## src/rtl/pid_sequencer.sv

```systemverilog
// rtl/pid_sequencer.sv - time-shared PID controller on one signed multiplier
module pid_sequencer #(
  parameter int                          cant_bits = 13,
  parameter logic signed [cant_bits-1:0] Kp        = 13'sd18,
  parameter logic signed [cant_bits-1:0] Ki        = 13'sd2,
  parameter logic signed [cant_bits-1:0] Kd        = 13'sd4
) (
  input  logic                            Clk_G,
  input  logic                            Rst_G,
  input  logic                            Rx_En,
  input  logic signed [cant_bits-1:0]     Ref,
  input  logic signed [cant_bits-1:0]     Pot,
  input  logic                            Clr_I,
  output logic signed [2*cant_bits-1:0]   R_U,
  output logic                            Done,
  output logic                            Busy,
  output logic                            Ovr
);
  localparam int N = cant_bits;
  localparam int W = 2 * cant_bits;

  typedef enum logic [2:0] {
    S_IDLE = 3'd0,
    S_ERR  = 3'd1,
    S_MP   = 3'd2,
    S_MI   = 3'd3,
    S_MD   = 3'd4,
    S_OUT  = 3'd5
  } state_t;

  state_t state, state_next;

  logic signed [N-1:0] ref_q, pot_q, e, e_prev, i_e, d;
  logic signed [W-1:0] acc;
  logic                pend;

  logic signed [N-1:0] diff, i_e_next, d_next, mul_a, mul_b;
  logic signed [W-1:0] a_ext, b_ext, prod;
  logic signed [W:0]   sum;
  logic                accept, clr, done_next, busy_next, ovr_next;

  // Saturate a value one bit wider than the target: overflow iff the top two bits differ.
  function automatic logic signed [N-1:0] sat_n(input logic signed [N:0] x);
    if (x[N] != x[N-1]) sat_n = x[N] ? {1'b1, {(N-1){1'b0}}} : {1'b0, {(N-1){1'b1}}};
    else                sat_n = x[N-1:0];
  endfunction

  function automatic logic signed [W-1:0] sat_w(input logic signed [W:0] x);
    if (x[W] != x[W-1]) sat_w = x[W] ? {1'b1, {(W-1){1'b0}}} : {1'b0, {(W-1){1'b1}}};
    else                sat_w = x[W-1:0];
  endfunction

  assign diff     = sat_n({ref_q[N-1], ref_q} - {pot_q[N-1], pot_q});
  assign i_e_next = sat_n({i_e[N-1], i_e} + {diff[N-1], diff});
  assign d_next   = sat_n({diff[N-1], diff} - {e_prev[N-1], e_prev});

  always_comb begin
    mul_a = Kp;
    mul_b = e;
    case (state)
      S_MI: begin mul_a = Ki; mul_b = i_e; end
      S_MD: begin mul_a = Kd; mul_b = d;   end
      default: ;
    endcase
  end

  assign a_ext = {{N{mul_a[N-1]}}, mul_a};
  assign b_ext = {{N{mul_b[N-1]}}, mul_b};
  assign prod  = a_ext * b_ext;
  assign sum   = {acc[W-1], acc} + {prod[W-1], prod};

  // A sample is captured into ref_q/pot_q first; the FSM picks it up from pend next cycle.
  assign accept = Rx_En && (state == S_IDLE) && !pend;
  assign clr    = Clr_I && !Rx_En && (state == S_IDLE) && !pend;

  always_ff @(posedge Clk_G or posedge Rst_G) begin
    if (Rst_G) state <= S_IDLE;
    else       state <= state_next;
  end

  always_comb begin
    state_next = S_IDLE;
    case (state)
      S_IDLE:  state_next = pend ? S_ERR : S_IDLE;
      S_ERR:   state_next = S_MP;
      S_MP:    state_next = S_MI;
      S_MI:    state_next = S_MD;
      S_MD:    state_next = S_OUT;
      default: state_next = S_IDLE;
    endcase
  end

  always_comb begin
    done_next = (state == S_OUT);
    busy_next = (state_next != S_IDLE);
    ovr_next  = Rx_En && ((state != S_IDLE) || pend);
  end

  always_ff @(posedge Clk_G or posedge Rst_G) begin
    if (Rst_G) begin
      ref_q  <= '0;
      pot_q  <= '0;
      e      <= '0;
      e_prev <= '0;
      i_e    <= '0;
      d      <= '0;
      acc    <= '0;
      pend   <= 1'b0;
      R_U    <= '0;
      Done   <= 1'b0;
      Busy   <= 1'b0;
      Ovr    <= 1'b0;
    end else begin
      Done <= done_next;
      Busy <= busy_next;
      Ovr  <= ovr_next;
      if (accept) begin
        ref_q <= Ref;
        pot_q <= Pot;
        pend  <= 1'b1;
      end else if (state == S_IDLE && pend) begin
        pend  <= 1'b0;
      end
      if (clr) begin
        i_e    <= '0;
        e_prev <= '0;
      end
      case (state)
        S_ERR: begin
          e   <= diff;
          i_e <= i_e_next;
          d   <= d_next;
        end
        S_MP:  acc <= prod;
        S_MI:  acc <= sat_w(sum);
        S_MD:  acc <= sat_w(sum);
        S_OUT: begin
          R_U    <= acc;
          e_prev <= e;
        end
        default: ;
      endcase
    end
  end
endmodule

```

## config.mk

```make
export PLATFORM = sky130hd
export DESIGN_NAME = pid_sequencer
export DESIGN_NICKNAME = d
export VERILOG_FILES = /design/src/rtl/pid_sequencer.sv
export SDC_FILE = /design/constraint.sdc
export NUM_CORES = 1
export LEC_CHECK = 0
export BUFFER_PORTS_ARGS = -buffer_cell sky130_fd_sc_hd__buf_4
export CORE_ASPECT_RATIO = 1.4
export CORE_MARGIN = 5
export CORE_UTILIZATION = 55
export CTS_CLUSTER_DIAMETER = 150
export DETAILED_ROUTE_END_ITERATION = 7
export PLACE_DENSITY_LB_ADDON = 0.2
export SLEW_MARGIN = 20
export SYNTH_ARGS = -nofsm -noshare
export SYNTH_HDL_FRONTEND = slang
export SYNTH_SLANG_ARGS = --single-unit
```

## constraint.sdc

```tcl
create_clock -name Clk_G -period 9 [get_ports Clk_G]
set_input_delay 0.9 -clock Clk_G [delete_from_list [all_inputs] [get_ports Clk_G]]
set_output_delay 0.9 -clock Clk_G [all_outputs]
set_load 0.005 [all_outputs]
```

Word level (Yosys, flattened, before mapping) --
Cells that the tools add are included.
Storage, ports and cells: register bits 137, input port bits 30, output and inout bits 29
Cells by class: $add $sub $neg 4, multiply operators 1, equal/unequal tests 9, mux-type cells 18, reductions and logical operators 18
Operators with widths (count):
- 2-to-1 mux 13 bit | 9
- 2-to-1 mux 26 bit | 2
- one-hot mux 26 bit (2 select lines) | 1
- subtractor 13 x 13 -> 14 bit | 2
- adder 26 x 19 -> 27 bit | 1
- one-hot mux 13 bit (2 select lines) | 1
- multiplier 6 x 13 -> 19 bit | 1
- one-hot mux 3 bit (5 select lines) | 1
- adder 13 x 13 -> 14 bit | 1
- one-hot mux 5 bit (2 select lines) | 1
- nonzero test 2 bit | 4
- logical AND 1 bit | 7
- == test 3 x 2 -> 1 bit (second input constant) | 2
- == test 3 bit (second input constant) | 2
- nonzero test 3 bit | 2
- inequality test 1 bit | 4
- == test 3 x 1 -> 1 bit (second input constant) | 1
- zero test 3 bit | 1
- 2-to-1 mux 1 bit | 3
- zero test 1 bit | 2
- OR reduction 2 bit | 1
- logical OR 1 bit | 1

Depth between registers and ports, before layout --
depth in word-level cells 7, gate-level depth with buffers 28, gate-level depth less buffers 25

Worst setup path after synthesis --
OpenSTA, ideal clock, no wires.
path type reg2reg, from reg state[1], to reg acc[20], library setup time 0.082 ns, data arrival time 6.336 ns, data required time 8.918 ns, slack 2.582 ns, stages on the path, launching flop included 28, path buffers 5, clock period less this slack 6.418 ns, path through dfrtp_1 > clkbuf_1 > or2_2 > clkbuf_1 > clkbuf_1 > a21oi_1 > a211oi_1 > ha_1 > ha_1 > inv_1 > fa_1 > inv_1 > ha_1 > o21a_1 > a2111oi_0 > o31ai_1 > o41ai_1 > o21ai_0 > xor2_1 > ha_1 > clkbuf_1 > a31oi_1 > o21ai_2 > a221oi_4 > xnor2_1 > clkbuf_1 > o211ai_1 > a31oi_1
Between the ends: word-level cells in the longest chain between the ends 7, elaborated cells between the ends (all ways) 13, classes of those cells 1 x add/sub; 1 x mul; 4 x eq/ne; 5 x mux; 2 x reduce/logical
Ends and longest elaborated chain:
- start: declaration | line 31 | state_t state, state_next;
- start signal: assignment | line 78 | else state <= state_next;
- == test 3 bit / == test 3 x 2 -> 1 bit (equally long branches) | line 60, 128
- one-hot mux 13 bit (2 select lines) / one-hot mux 5 bit (2 select lines) (equally long branches) | line 60 | case (state)
- multiplier 6 x 13 -> 19 bit | line 69 | assign prod = a_ext * b_ext;
- adder 26 x 19 -> 27 bit | line 70 | assign sum = {acc[W-1], acc} + {prod[W-1], prod};
- 2-to-1 mux 26 bit / inequality test 1 bit (equally long branches) | line 49 | if (x[W] != x[W-1]) sat_w = x[W] ? {1'b1, {(W-1){1'b0}}} : {1'b0, {(W-1){1'b1}}};
- 2-to-1 mux 26 bit | line 49
- one-hot mux 26 bit (2 select lines) | line 128 | case (state)
- end signal: assignment | line 134 | S_MP: acc <= prod;
- end signal: assignment | line 135 | S_MI: acc <= sat_w(sum);
- end signal: assignment | line 136 | S_MD: acc <= sat_w(sum);
- end: declaration | line 34 | logic signed [W-1:0] acc;
Parallel ways exist; a longest one is shown, timed or not. A chain may end at the register's enable or synchronous reset.

Worst setup path in the final report --
from reg state[0], to reg acc[15]
The elaborated chain is that of the path after synthesis.

==> Flow_metrics.wiki <==
{| class="wikitable"
! Metric !! Value
|-
| Average via count per standard cell || 5.95
|-
| Clock transition at the register clock pins on the worst setup and hold paths after CTS || 0.06 ns
|-
| Final worst path period share || 90.4%
|-
| Die Area || 22400 µm²
|-
| Maximum number of pins on one net before global-route repair || 82
|-
| Number of cells after detailed placement || 1450
|-
| Netlist cell types || 66
|-
| Synthesized area || 10700 µm²
|-
| Synth Net Count || 1344
|-
| Setup repair after global routing missed its margin || no
|-
| Proportion of netlist area held by the largest area contributor || 32.0%
|-
| Global-route wire length before repair || 42400 µm
|-
| Root buffer selected by CTS || sky130_fd_sc_hd__clkbuf_16
|-
| Crit path time final || 8.14 ns
|-
| Die Y || 175 µm
|-
| Total of cells resized after clock tree synthesis || 0
|-
| Buffers on Ports || 58
|-
| Global placer's final weighted congestion || 0.905
|-
| Final hold violation count || 0
|-
| Source-to-sink clock delay at the later pin of the worst-skew pair || 0.43 ns
|-
| Total Routing Usage GR || 23.5%
|-
| Number of search-and-repair iterations in the first detailed-routing pass || 5
|-
| Initial antenna violation count || 0
|-
| Final setup vio count || 0
|-
| CTS sink count || 137
|-
| Peak Freq || 123 MHz
|-
| Synth Warn # || 0
|-
| Width of the die || 128 µm
|-
| Worst path arrival time || 8.44 ns
|-
| Total number of vias || 8824
|-
| Number of buffers inserted by hold repair at cts || 0
|-
| Leading cell types by total area after synthesis || sky130_fd_sc_hd__dfrtp_1 (32%), sky130_fd_sc_hd__ha_1 (13%), sky130_fd_sc_hd__mux2_2 (6.0%)
|-
| Post-CTS setup buffers || 0
|-
| Transition time at the pin with the least slew margin || 1.18 ns
|-
| Fraction of registers with async set/reset || 100%
|-
| Detailed Route WL || 25900 µm
|-
| Relative slew slack || 20.6%
|-
| Count of antenna diodes in the layout || 0
|-
| Sequential-to-total area share from yosys stat || 32.0%
|-
| Buffers from clock root to sink, at most || 2
|-
| Floorplan row count || 60
|-
| Mean Syn Cell Area || 9.04 µm²
|-
| #FFs+latches synth || 137
|-
| Count of flip-flops with a built-in enable after synthesis || 0
|-
| Final net count || 1379
|-
| I/O pin cnt || 59
|-
| Standard cell core area || 19200 µm²
|-
| Maximum fanout along the worst path || 20
|-
| MaxCap Viol Count || 0
|-
| Clock tree from TritonCTS || built
|-
| Proportion of layout cells with a drive suffix above 1 || 14.3%
|-
| Element type at the critical path start || register
|-
| Yosys top cell by area || sky130_fd_sc_hd__dfrtp_1
|-
| Most numerous cell in the Yosys netlist || sky130_fd_sc_hd__dfrtp_1
|-
| Number of global-route vias before repair || 8752
|-
| Worst setup EP type || register
|-
| Worst clock skew || 0.00728 ns
|-
| Top cell types by occurrence after synthesis || sky130_fd_sc_hd__dfrtp_1 (137), sky130_fd_sc_hd__ha_1 (111), sky130_fd_sc_hd__inv_1 (110), sky130_fd_sc_hd__nor2_1 (93), sky130_fd_sc_hd__nand2_1 (88)
|-
| Layout Cell Area excl Fill || 12000 µm²
|-
| Setup TNS Final || 0 ns
|-
| Initial Util || 55.8%
|-
| Count of unresolved DRC violations after routing || 0
|-
| Non-filler instance count after layout || 1482
|-
| Post-Synthesis Cells || 1186
|-
| DP Wirelength || 19600 µm
|-
| Initial DRC Count || 488
|-
| Placed instance area || 11300 µm²
|-
| Total clock buffers created by CTS || 17
|-
| Final Max Slew Viols || 0
|-
| Crit path required time || 9.30 ns
|-
| Max H-tree Level || 4
|-
| Post-route ant nets || 0
|-
| Worst setup path class || register to register
|-
| Area added between synthesis and finish || 11.8%
|-
| Number of fillers in the final layout || 1707
|-
| Post-DR wirelength/cell || 17.5 µm
|-
| Gr ovfl total || 0
|-
| Type of the most critical hold path || register to register
|-
| Result of the run || finished clean
|-
| Most instantiated flip-flop cell in the synthesis netlist || sky130_fd_sc_hd__dfrtp_1
|}
-- routing by layer --
metal	track usage [%]	vias up	routed length, µm
met5	0	-	0
met1	24.9	4275	9890
met2	44.9	187	14100
met4	10.6	0	1010
li1	-	4303	-
met3	3.39	59	836
-- registers in the layout (all words and copies together), names as in the netlist, 13 cells and up --
name    cells
pot_q      13
e_prev     13
i_e        13
e          13
d          13
acc        26
ref_q      13
R_U        26
-- path summary, 6_finish.rpt --
check / from / end / slack (ns) / cells after the start
max in group asynchronous: Rst_G / acc[6] / 7.18 / 3
min in group asynchronous: Rst_G / R_U[11] / 0.61 / 2
worst min-delay path: d[11] / d[11] / 0.47 / 2
worst min register to register: d[11] / d[11] / 0.47 / 2
worst max-delay path: state[0] / acc[15] / 0.86 / 25
worst max register to register: state[0] / acc[15] / 0.86 / 25
-- critical path, stage by stage (launching register included) --
cell                        delay [ns]
sky130_fd_sc_hd__dfrtp_1          0.54
sky130_fd_sc_hd__and2_1           0.60
sky130_fd_sc_hd__nand2_1          0.52
sky130_fd_sc_hd__o22ai_1          0.25
sky130_fd_sc_hd__nor2_1           0.06
sky130_fd_sc_hd__ha_1             0.27
sky130_fd_sc_hd__ha_1             0.28
sky130_fd_sc_hd__inv_1            0.05
sky130_fd_sc_hd__fa_1             0.52
sky130_fd_sc_hd__inv_1            0.04
sky130_fd_sc_hd__ha_1             0.33
sky130_fd_sc_hd__o21a_1           0.15
sky130_fd_sc_hd__a2111oi_0        0.61
sky130_fd_sc_hd__o31ai_1          0.23
sky130_fd_sc_hd__o41ai_1          0.52
sky130_fd_sc_hd__xnor2_1          0.29
sky130_fd_sc_hd__ha_1             0.43
sky130_fd_sc_hd__nand2_1          0.06
sky130_fd_sc_hd__o21ai_0          0.39
sky130_fd_sc_hd__a31oi_1          0.18
sky130_fd_sc_hd__o21ai_2          0.16
sky130_fd_sc_hd__a221oi_4         0.13
sky130_fd_sc_hd__xnor2_1          0.38
sky130_fd_sc_hd__o31a_1           0.59
sky130_fd_sc_hd__buf_4            0.31
sky130_fd_sc_hd__a31oi_1          0.10
-- stage by stage --
| step | hold slack [ns] | worst slack, ns | utilization (%) |
|---|---|---|---|
| after detailed placement | 0.461 | 0.929 | 59.0 |
| after global routing | 0.499 | 0.271 | 62.4 |
| after floorplan | 0.438 | 2.58 | - |
| final | 0.469 | 0.862 | 62.4 |
| after CTS | 0.474 | 0.871 | 62.4 |
| after global placement | 0.452 | 0.971 | 59.0 |
-- cell usage in the layout, fill, tap and decap left out, types with 10 or more instances in the layout --
master                        n
sky130_fd_sc_hd__a211oi_1    15
sky130_fd_sc_hd__a21o_1      18
sky130_fd_sc_hd__a21oi_1     74
sky130_fd_sc_hd__a22o_1      15
sky130_fd_sc_hd__a31oi_1     35
sky130_fd_sc_hd__and3_1      38
sky130_fd_sc_hd__buf_4       68
sky130_fd_sc_hd__clkbuf_16   17
sky130_fd_sc_hd__dfrtp_1    137
sky130_fd_sc_hd__fa_1        17
sky130_fd_sc_hd__ha_1       111
sky130_fd_sc_hd__inv_1      109
sky130_fd_sc_hd__maj3_1      18
sky130_fd_sc_hd__mux2_2      57
sky130_fd_sc_hd__nand2_1     88
sky130_fd_sc_hd__nand2b_1    12
sky130_fd_sc_hd__nand3_1     17
sky130_fd_sc_hd__nor2_1      93
sky130_fd_sc_hd__nor3_1      17
sky130_fd_sc_hd__o211ai_1    24
sky130_fd_sc_hd__o21a_1      13
sky130_fd_sc_hd__o21ai_0     36
sky130_fd_sc_hd__o21ai_1     13
sky130_fd_sc_hd__o22ai_1     10
sky130_fd_sc_hd__xnor2_1     36
sky130_fd_sc_hd__xor2_1      22
-- kinds of logic (layout without fill, tap and decap cells) --
family / count (synthesis) / after routing / synth area share, %
mux: 57 / 57 / 5.99
fa+ha+maj: 146 / 146 / 17.8
flops: 137 / 137 / 32.0
simple gates: 307 / 307 / 13.4
buf+inv: 163 / 211 / 5.89
xor+xnor: 59 / 59 / 4.82
compound gates: 317 / 317 / 20.2
-- final cells by class --
| type | instances | area (µm²) | area share, % |
|---|---|---|---|
| Sequential cell | 137 | 3430 | 28.6 |
| Inverter | 111 | 422 | 3.52 |
| Multi-Input combinational cell | 886 | 6670 | 55.7 |
| Clock buffer | 20 | 457 | 3.81 |
| Clock inverter | 12 | 188 | 1.57 |
| Tap cell | 248 | 310 | 2.59 |
| Timing Repair Buffer | 68 | 510 | 4.26 |
Power is left out: the tool's default activity adds up to more than one toggle a clock period on the data nets, which glitch-free logic cannot reach.
